<file path="src/rtl/flexbex_ibex_alu_pkg.sv">
// flexbex_ibex_alu_pkg: operator codes, FSM states and shifter modes for the multi-cycle ALU
package flexbex_ibex_alu_pkg;
  typedef enum logic [4:0] {
    ALU_ADD = 5'd0, ALU_SUB, ALU_XOR, ALU_OR, ALU_AND,
    ALU_SRA, ALU_SRL, ALU_SLL,
    ALU_LT, ALU_LTU, ALU_LE, ALU_LEU, ALU_GT, ALU_GTU, ALU_GE, ALU_GEU, ALU_EQ, ALU_NE,
    ALU_SLT, ALU_SLTU, ALU_SLET, ALU_SLETU,
    ALU_ROR, ALU_ROL, ALU_CLZ, ALU_CTZ, ALU_PCNT
  } alu_op_e;
  typedef enum logic [1:0] {ST_IDLE = 2'd0, ST_BUSY = 2'd1, ST_VALID = 2'd2} alu_state_e;
  typedef enum logic [2:0] {SH_SRA, SH_SRL, SH_SLL, SH_ROR, SH_ROL} shift_mode_e;
  function automatic logic is_shift(input logic [4:0] op);
    return op inside {ALU_SRA, ALU_SRL, ALU_SLL, ALU_ROR, ALU_ROL};
  endfunction
  function automatic shift_mode_e shift_mode(input logic [4:0] op);
    return op == ALU_SRA ? SH_SRA : op == ALU_SRL ? SH_SRL : op == ALU_ROR ? SH_ROR :
           op == ALU_ROL ? SH_ROL : SH_SLL;
  endfunction
endpackage

</file>
<file path="src/rtl/flexbex_ibex_alu_shift_step.sv">
// flexbex_ibex_alu_shift_step: one combinational shift/rotate step of the working register
module flexbex_ibex_alu_shift_step
  import flexbex_ibex_alu_pkg::*;
#(
  parameter int WIDTH = 32,
  parameter int AMT_W = $clog2(WIDTH) + 1
) (
  input  logic [WIDTH-1:0] data_i,
  input  logic [AMT_W-1:0] amt_i,
  input  shift_mode_e      mode_i,
  output logic [WIDTH-1:0] data_o
);
  logic [2*WIDTH-1:0] dbl_r, dbl_l;
  logic [WIDTH-1:0]   sra;
  always_comb begin
    sra    = $signed(data_i) >>> amt_i;
    dbl_r  = {data_i, data_i} >> amt_i;
    dbl_l  = {data_i, data_i} << amt_i;
    data_o = mode_i == SH_SRA ? sra :
             mode_i == SH_SRL ? data_i >> amt_i :
             mode_i == SH_SLL ? data_i << amt_i :
             mode_i == SH_ROR ? dbl_r[WIDTH-1:0] :
             mode_i == SH_ROL ? dbl_l[2*WIDTH-1:WIDTH] : data_i;
  end
endmodule

</file>
<file path="src/rtl/flexbex_ibex_alu_mc.sv">
// flexbex_ibex_alu_mc: handshaked multi-cycle ALU with iterative shifter and registered results
module flexbex_ibex_alu_mc
  import flexbex_ibex_alu_pkg::*;
#(
  parameter int WIDTH      = 32,
  parameter int SHIFT_STEP = 8
) (
  input  logic             clk_i,
  input  logic             rst_ni,
  input  logic             flush_i,
  input  logic             valid_i,
  output logic             ready_o,
  input  logic [4:0]       operator_i,
  input  logic [WIDTH-1:0] operand_a_i,
  input  logic [WIDTH-1:0] operand_b_i,
  output logic             valid_o,
  input  logic             ready_i,
  output logic [WIDTH-1:0] result_o,
  output logic             cmp_result_o,
  output logic             is_equal_o
);
  localparam int SHAMT_W = $clog2(WIDTH);
  localparam int AMT_W   = SHAMT_W + 1;
  localparam logic [AMT_W-1:0] STEP = AMT_W'(SHIFT_STEP);

  alu_state_e         state_q, state_d;
  shift_mode_e        mode_q, mode_d;
  logic [WIDTH-1:0]   work_q, work_d, result_q, result_d, alu_res, shifted;
  logic [SHAMT_W-1:0] rem_q, rem_d, shamt;
  logic [AMT_W-1:0]   step, clz, ctz, pcnt;
  logic [WIDTH:0]     adder_out;
  logic               cmp_q, cmp_d, eq_q, eq_d, eq_pend_q, eq_pend_d;
  logic               sub, signed_cmp, eq, lt, cmp, accept;

  assign shamt   = operand_b_i[SHAMT_W-1:0];
  assign ready_o = state_q == ST_IDLE || (state_q == ST_VALID && ready_i);
  assign accept  = valid_i && ready_o && !flush_i;
  assign step    = {1'b0, rem_q} > STEP ? STEP : {1'b0, rem_q};

  always_comb begin
    sub        = operator_i != ALU_ADD;
    adder_out  = {operand_a_i, 1'b1} + (sub ? {~operand_b_i, 1'b1} : {operand_b_i, 1'b0});
    eq         = operand_a_i == operand_b_i;
    signed_cmp = operator_i inside {ALU_LT, ALU_LE, ALU_GT, ALU_GE, ALU_SLT, ALU_SLET};
    // differing signs decide the order directly; otherwise the difference sign does
    lt = operand_a_i[WIDTH-1] ^ operand_b_i[WIDTH-1] ?
         (signed_cmp ? operand_a_i[WIDTH-1] : operand_b_i[WIDTH-1]) : adder_out[WIDTH];
    case (operator_i)
      ALU_LT, ALU_LTU, ALU_SLT, ALU_SLTU:     cmp = lt;
      ALU_LE, ALU_LEU, ALU_SLET, ALU_SLETU:   cmp = lt | eq;
      ALU_GT, ALU_GTU:                        cmp = !(lt | eq);
      ALU_GE, ALU_GEU:                        cmp = !lt;
      ALU_EQ:                                 cmp = eq;
      ALU_NE:                                 cmp = !eq;
      default:                                cmp = 1'b0;
    endcase
    clz  = AMT_W'(WIDTH);
    ctz  = AMT_W'(WIDTH);
    pcnt = '0;
    for (int i = 0; i < WIDTH; i++) begin
      if (operand_a_i[i]) clz = AMT_W'(WIDTH - 1 - i);
      if (operand_a_i[WIDTH-1-i]) ctz = AMT_W'(WIDTH - 1 - i);
      pcnt = pcnt + AMT_W'(operand_a_i[i]);
    end
    case (operator_i)
      ALU_ADD, ALU_SUB:                                 alu_res = adder_out[WIDTH:1];
      ALU_XOR:                                          alu_res = operand_a_i ^ operand_b_i;
      ALU_OR:                                           alu_res = operand_a_i | operand_b_i;
      ALU_AND:                                          alu_res = operand_a_i & operand_b_i;
      ALU_SRA, ALU_SRL, ALU_SLL, ALU_ROR, ALU_ROL:       alu_res = operand_a_i;
      ALU_LT, ALU_LTU, ALU_LE, ALU_LEU, ALU_GT, ALU_GTU,
      ALU_GE, ALU_GEU, ALU_EQ, ALU_NE, ALU_SLT, ALU_SLTU,
      ALU_SLET, ALU_SLETU:                              alu_res = WIDTH'(cmp);
      ALU_CLZ:                                          alu_res = WIDTH'(clz);
      ALU_CTZ:                                          alu_res = WIDTH'(ctz);
      ALU_PCNT:                                         alu_res = WIDTH'(pcnt);
      default:                                          alu_res = '0;
    endcase
  end

  flexbex_ibex_alu_shift_step #(.WIDTH(WIDTH), .AMT_W(AMT_W)) u_step (
    .data_i(work_q),
    .amt_i (step),
    .mode_i(mode_q),
    .data_o(shifted)
  );

  always_comb begin
    state_d   = state_q;
    mode_d    = mode_q;
    work_d    = work_q;
    rem_d     = rem_q;
    result_d  = result_q;
    cmp_d     = cmp_q;
    eq_d      = eq_q;
    eq_pend_d = eq_pend_q;
    if (flush_i) state_d = ST_IDLE;
    else if (accept) begin
      eq_pend_d = eq;
      mode_d    = shift_mode(operator_i);
      work_d    = operand_a_i;
      rem_d     = shamt;
      if (is_shift(operator_i) && shamt != '0) state_d = ST_BUSY;
      else begin
        state_d  = ST_VALID;
        result_d = alu_res;
        cmp_d    = cmp;
        eq_d     = eq;
      end
    end else if (state_q == ST_BUSY) begin
      work_d = shifted;
      rem_d  = rem_q - step[SHAMT_W-1:0];
      if (rem_d == '0) begin
        state_d  = ST_VALID;
        result_d = shifted;
        cmp_d    = 1'b0;
        eq_d     = eq_pend_q;
      end
    end else if (state_q == ST_VALID && ready_i) state_d = ST_IDLE;
  end

  always_ff @(posedge clk_i or negedge rst_ni) begin
    if (!rst_ni) begin
      state_q   <= ST_IDLE;
      mode_q    <= SH_SRA;
      work_q    <= '0;
      rem_q     <= '0;
      result_q  <= '0;
      cmp_q     <= 1'b0;
      eq_q      <= 1'b0;
      eq_pend_q <= 1'b0;
    end else begin
      state_q   <= state_d;
      mode_q    <= mode_d;
      work_q    <= work_d;
      rem_q     <= rem_d;
      result_q  <= result_d;
      cmp_q     <= cmp_d;
      eq_q      <= eq_d;
      eq_pend_q <= eq_pend_d;
    end
  end

  assign valid_o      = state_q == ST_VALID;
  assign result_o     = result_q;
  assign cmp_result_o = cmp_q;
  assign is_equal_o   = eq_q;
endmodule

</file>
<file path="config.mk">
export PLATFORM = sky130hd
export DESIGN_NAME = flexbex_ibex_alu_mc
export DESIGN_NICKNAME = d
export VERILOG_FILES = /design/src/rtl/flexbex_ibex_alu_pkg.sv /design/src/rtl/flexbex_ibex_alu_shift_step.sv /design/src/rtl/flexbex_ibex_alu_mc.sv
export SDC_FILE = /design/constraint.sdc
export NUM_CORES = 1
export LEC_CHECK = 0
export CORE_UTILIZATION = 36
export CTS_CLUSTER_DIAMETER = 50
export DETAILED_ROUTE_END_ITERATION = 8
export HOLD_SLACK_MARGIN = 0.08
export PLACE_DENSITY = 0.6
export REMOVE_ABC_BUFFERS = 1
export SETUP_SLACK_MARGIN = 0.05
export SYNTH_ARGS = -nofsm -noshare
export SYNTH_HDL_FRONTEND = slang
export SYNTH_SLANG_ARGS = --single-unit
</file>
<file path="constraint.sdc">
create_clock -name clk_i -period 4.2 [get_ports clk_i]
set_clock_uncertainty 0.1 [all_clocks]
set_input_delay 0.84 -clock clk_i [delete_from_list [all_inputs] [get_ports clk_i]]
set_output_delay 0.84 -clock clk_i [all_outputs]
set_load 0.01 [all_outputs]
</file>
== After elaboration in Yosys (flattened, before gate mapping) ==
Index checks and enable logic that the tools add are counted.

* Add/sub/neg operators: 33
* Order comparisons: 1
* Equal/unequal tests: 35
* Shifts and indexed selects: 5
* Mux-type cells: 101
* Bitwise logic cells: 7
* Reduce and logical (&&, ||, !) cells: 31

{| class="wikitable"
|+ Operators with widths
! cell !! count
|-
| $mux 6 || 64
|-
| $mux 32 || 11
|-
| $pmux 32 s9 || 1
|-
| $add 6x1->6 || 26
|-
| $shl 64x5->64 || 1
|-
| $shr 64x5->32 || 1
|-
| $eq 5x5->1 const B || 11
|-
| $eq 5x4->1 const B || 8
|-
| $add 33x33->33 || 1
|-
| $mux 33 || 1
|-
| $and 32x32->32 || 1
|-
| $eq 32x32->1 || 1
|-
| $not 32->32 || 1
|-
| $or 32x32->32 || 1
|-
| $shl 32x5->32 || 1
|-
| $shr 32x5->32 || 1
|-
| $sshr 32x5->32 || 1
|-
| $xor 32x32->32 || 1
|-
| $eq 5x3->1 const B || 4
|-
| $mux 5 || 3
|-
| $reduce_bool 5->1 || 3
|-
| $reduce_or 14->1 || 1
|-
| $mux 2 || 6
|-
| $mux 3 || 4
|-
| other kinds (35) || 59
|}

* Register bits: 77
* Input port bits: 74
* Output and inout bits: 36
* Word-level logic and storage cells: 221

== Depth between registers and ports, before layout ==
* Word-level depth: 35
* Depth in mapped cells: 20
* Gate-level depth less buffers: 20

== Cells and area by module ==
Synthesis repeated with hierarchy kept, for this count alone.

* Cell total of the unflattened synthesis: 2,198
* Area, all modules: 16,333.2 sq um

{| class="wikitable"
|+ By module, submodules not included
! module !! times used !! cells an instance !! area each (sq um) !! seq. area each (sq um)
|-
| flexbex_ibex_alu_mc || 1 || 1,221 || 9,335.2 || 1,926.8
|-
| flexbex_ibex_alu_shift_step || 1 || 977 || 6,998.0 || 0.0
|}

== Worst setup path before layout ==
OpenSTA, ideal clock, no wires.

* Path kind: in2reg
* Start point: in operand_a_i[17]
* End point: reg result_q[4] (netlist: result_o[4])
* Library setup time: 0.126 ns
* Data arrival time: 5.434 ns
* Required time: 3.974 ns
* Slack: -1.460 ns
* Stages on the path: 18
* Cells stage by stage: fa_1 -> inv_1 -> fa_1 -> inv_1 -> fa_1 -> inv_1 -> fa_1 -> fa_1 -> fa_1 -> inv_1 -> ha_1 -> fa_1 -> a21o_1 -> a21oi_1 -> xnor2_1 -> a211oi_1 -> a21oi_1 -> a221o_1

* Cells in the longest elaborated chain, start to end: 21
* Elaborated cells between the ends (all ways): 51
* Those cells by class: add/sub (15); mux (36)

{| class="wikitable"
|+ RTL lines
! element !! RTL line !! RTL
|-
| from (decl) || flexbex_ibex_alu_mc.sv:14 || <nowiki>input logic [WIDTH-1:0] operand_a_i,</nowiki>
|-
| branches (longest 18 deep; another with $add 6x1->6) || - ||
|-
| $pmux 32 s9 * || flexbex_ibex_alu_mc.sv:65 || <nowiki>case (operator_i)</nowiki>
|-
| $mux 32 * || flexbex_ibex_alu_mc.sv:103 || <nowiki>if (is_shift(operator_i) && shamt != '0) state_d = ST_BUSY;</nowiki>
|-
| $mux 32 * || flexbex_ibex_alu_mc.sv:98 || <nowiki>else if (accept) begin</nowiki>
|-
| to (signal assigned) || flexbex_ibex_alu_mc.sv:137 || <nowiki>result_q <= result_d;</nowiki>
|-
| to (decl) || flexbex_ibex_alu_mc.sv:28 || <nowiki>logic [WIDTH-1:0] work_q, work_d, result_q, result_d, alu_res, shifted;</nowiki>
|}

Every way passes the cells marked *. The select of a mux whose other input is x is not followed.
A chain may end at the register's enable or synchronous reset.

== Worst setup path in the final report ==
Same ends and word-level chain as after synthesis.

==> results.toml <==
[floorplan]
die_area_sq_um = 35700
die_w_microns = 189
num_rows = 68
core_area_sq_um = 34500
start_util_pct = 36.5
die_h_microns = 189
ios = 110

[detailed_routing]
routedWlPerCell_microns = 23.7
drt_iter0_markers = 1585
ant_nets = 0
vias_per_cell = 6.19
route.detailed.drc = 0
totalWireLength_microns = 58300
via_count = 15200
drt_pass1_iterations = 6

[worst_setup_path]
start_kind = "input pin"
critPathRequiredTime_ns = 4.33
r2r_slack_ns = 0.37
crit_arrival_ns = 5.62
critPathMaxFanout = 2
crit_type = "in2reg"
cp-end-kind = "flop"

[cts]
clock_sinks = 77
ctsHoldBuffers = 0
cts_tree = "done"
h-tree-depth = 3
clockBufferDepth = 2
clk_latency_ns = 0.35
cts_buffers = 9
clk_pin_slew_worst_paths_ns = 0.06
cts_root_buffer = "clkbuf_16"

[status]
status = "finished with violations"
violations = "negative setup slack"

[timing]
post-route-period-util_pct = 131
whs_ns = 0.379
tightestPinTransition_ns = 0.836
period_minus_slack_ns = 5.49
drv_slew = 0
setup_ws_ns = -1.29
slew_headroom_pct = 44.2
fmax_ghz = 0.182
hold_viol_final = 0
rsz0062_at_grt = "true"
setup_viol = 22

[placement]
gp_congestion = 1.02
numPortBuffers = 109
post-place-ws_ns = -2.15
dpl.hpwl_microns = 44500

[finish]
area_growth_pct = 39.6
drive_above_1_share_pct = 26.0
fin_util_pct = 50.9
nets = 2197
fillers = 3266
diodes = 0

[power_and_ir_drop]
vdd_drop_max_mv = 0.417
p_leak_nw = 7.60
cellPowerDensity_nw_per_um2 = 381

[yosys]
synthFlopType = "dfrtp_1"
ys_async_sr_fraction_pct = 100
synth-seq-cells = 77
ys_seq_area_share_pct = 15.3
syn_area_per_cell_sq_um = 7.45
ys_types = 78
syn_inst = 1687
yosysWarnings = 0
synth_edf_count = 0
synth_area_sq_um = 12600

[global_routing]
grt_pass1_vias = 14900
grt_pass1_wl_microns = 88600
antenna_found_initial = 1
track_usage_pct = 32.1
grt_start_max_net_pins = 63
grt_overflow = 0

[hold_path]
hp-class = "reg2reg"

[flow_run]
cap_violations = 0
[registers in the layout, summed over array words and instances, names as in the netlist]
| name | cells |
|---|---|
| mode_q | 3 |
| cmp_result_o | 1 |
| eq_pend_q | 1 |
| is_equal_o | 1 |
| result_o | 32 |
| rem_q | 5 |
| state_q | 2 |
| work_q | 32 |
[metal layers]
| layer | global-route usage, % | vias to the layer above | wire (microns) |
|---|---|---|---|
| met5 | 0 | - | 15 |
| met1 | 41.4 | 7339 | 23200 |
| met2 | 53.4 | 835 | 27200 |
| met4 | 16.1 | 2 | 3190 |
| li1 | - | 6827 | - |
| met3 | 2.89 | 178 | 4610 |
[report_power, final]
group          internal [mW]  switching (mW)
Combinational           2.07            2.58
Clock                  0.508           0.315
Sequential             0.887           0.316
[layout make-up]
type	count	area [sq um]	share of cell area, %
inverters	100	378	2.15
repair buffers	423	3620	20.7
clock inverters	3	42.5	0.242
well taps	455	569	3.25
clock buffers	13	270	1.54
flip-flops and latches	77	1930	11.0
multi-input cells	1383	10700	61.2
[synth_stat cells (all sizes together) (4+ instances only)]
master / count / area [sq um]
a2111oi: 8 / 70.1
a211o: 6 / 52.6
a211oi: 38 / 285
a21o: 20 / 150
a21oi: 147 / 736
a221o: 16 / 160
a221oi: 12 / 105
a22o: 4 / 35.0
a22oi: 40 / 300
a31oi: 24 / 150
and2: 6 / 37.5
and3: 5 / 31.3
buf: 39 / 195
clkbuf: 88 / 333
dfrtp: 77 / 1930
fa: 24 / 480
ha: 105 / 1310
inv: 100 / 375
mux2: 7 / 78.8
mux2i: 150 / 1500
nand2: 141 / 529
nand2b: 9 / 56.3
nand3: 24 / 120
nand4: 13 / 81.3
nor2: 151 / 569
nor2b: 10 / 62.6
nor3: 43 / 215
nor3b: 4 / 30.0
nor4: 15 / 93.8
o2111ai: 5 / 43.8
o211ai: 24 / 180
o21a: 11 / 82.6
o21ai: 144 / 721
o21bai: 5 / 37.5
o221ai: 10 / 87.6
o22ai: 22 / 138
o311ai: 7 / 61.3
o31ai: 13 / 103
o32ai: 4 / 35.0
or2: 6 / 40.0
or3: 9 / 61.3
or4: 6 / 45.0
xnor2: 50 / 445
xor2: 14 / 123
[stage by stage]
step,cells,power (mW),setup TNS (ns),cell area [sq um]
after floorplan,1560,3.67,-328.66,12000
after global placement,2377,5.33,-37.06,15700
after detailed placement,2377,5.36,-38.20,15700
after CTS,2446,6.46,-9.99,17100
after global routing,2454,7.10,-11.70,17500
final,2454,6.69,-9.76,17500
[cells by family after synthesis]
group | synth area share, %
compound gates | 30.1
mux | 12.6
other cells | 0.0298
simple gates | 16.0
flops | 15.3
buf+inv | 7.19
xor+xnor | 4.52
fa+ha+maj | 14.3
[timing repair]
| action | CTS | global route |
|---|---|---|
| pin swaps | 118 | 109 |
| resized for setup | 234 | 101 |
| setup endpoints to repair | 32 | 31 |
| buffers inserted | 69 | 26 |
[worst max-delay path, stage by stage]
cell and delay [ns]:
buf_6 0.10, fa_1 0.52, inv_1 0.05, fa_1 0.52, inv_2 0.05, fa_1 0.48
inv_1 0.05, fa_1 0.45, fa_1 0.48, fa_1 0.50, inv_2 0.05, ha_4 0.15
fa_2 0.33, a21o_1 0.19, a21oi_2 0.17, xnor2_2 0.10, a211oi_2 0.21, a21oi_1 0.10
a221o_1 0.27
[path summary, 6_finish.rpt]
kind | startpoint | end | cells past startpoint
min reg2reg | cmp_result_o | cmp_result_o | 1
max in group asynchronous | rst_ni | result_o[21] | 2
max reg2reg | rem_q[3] | result_o[16] | 14
min in group asynchronous | rst_ni | state_q[0] | 1
min | cmp_result_o | cmp_result_o | 1
max | operand_a_i[17] | result_o[4] | 19
[placed cells by master (no fill, tap or decap), types with 16 or more instances in the layout]
cell type        instances
a31oi_1                 18
xnor2_1                 34
dfrtp_1                 76
nand2_1                133
a22oi_1                 38
mux2i_1                149
o211ai_1                24
clkdlybuf4s50_1         88
fa_1                    23
a21oi_1                116
nor3_1                  37
a211oi_1                34
a21oi_2                 25
inv_1                   89
nor2_1                 142
o21ai_0                 91
a21o_1                  20
buf_4                  277
ha_1                    93
nand3_1                 20
o21ai_1                 45
a221o_1                 16
buf_6                   34
o22ai_1                 20
No activity file was read; power rests on OpenSTA's default activity.
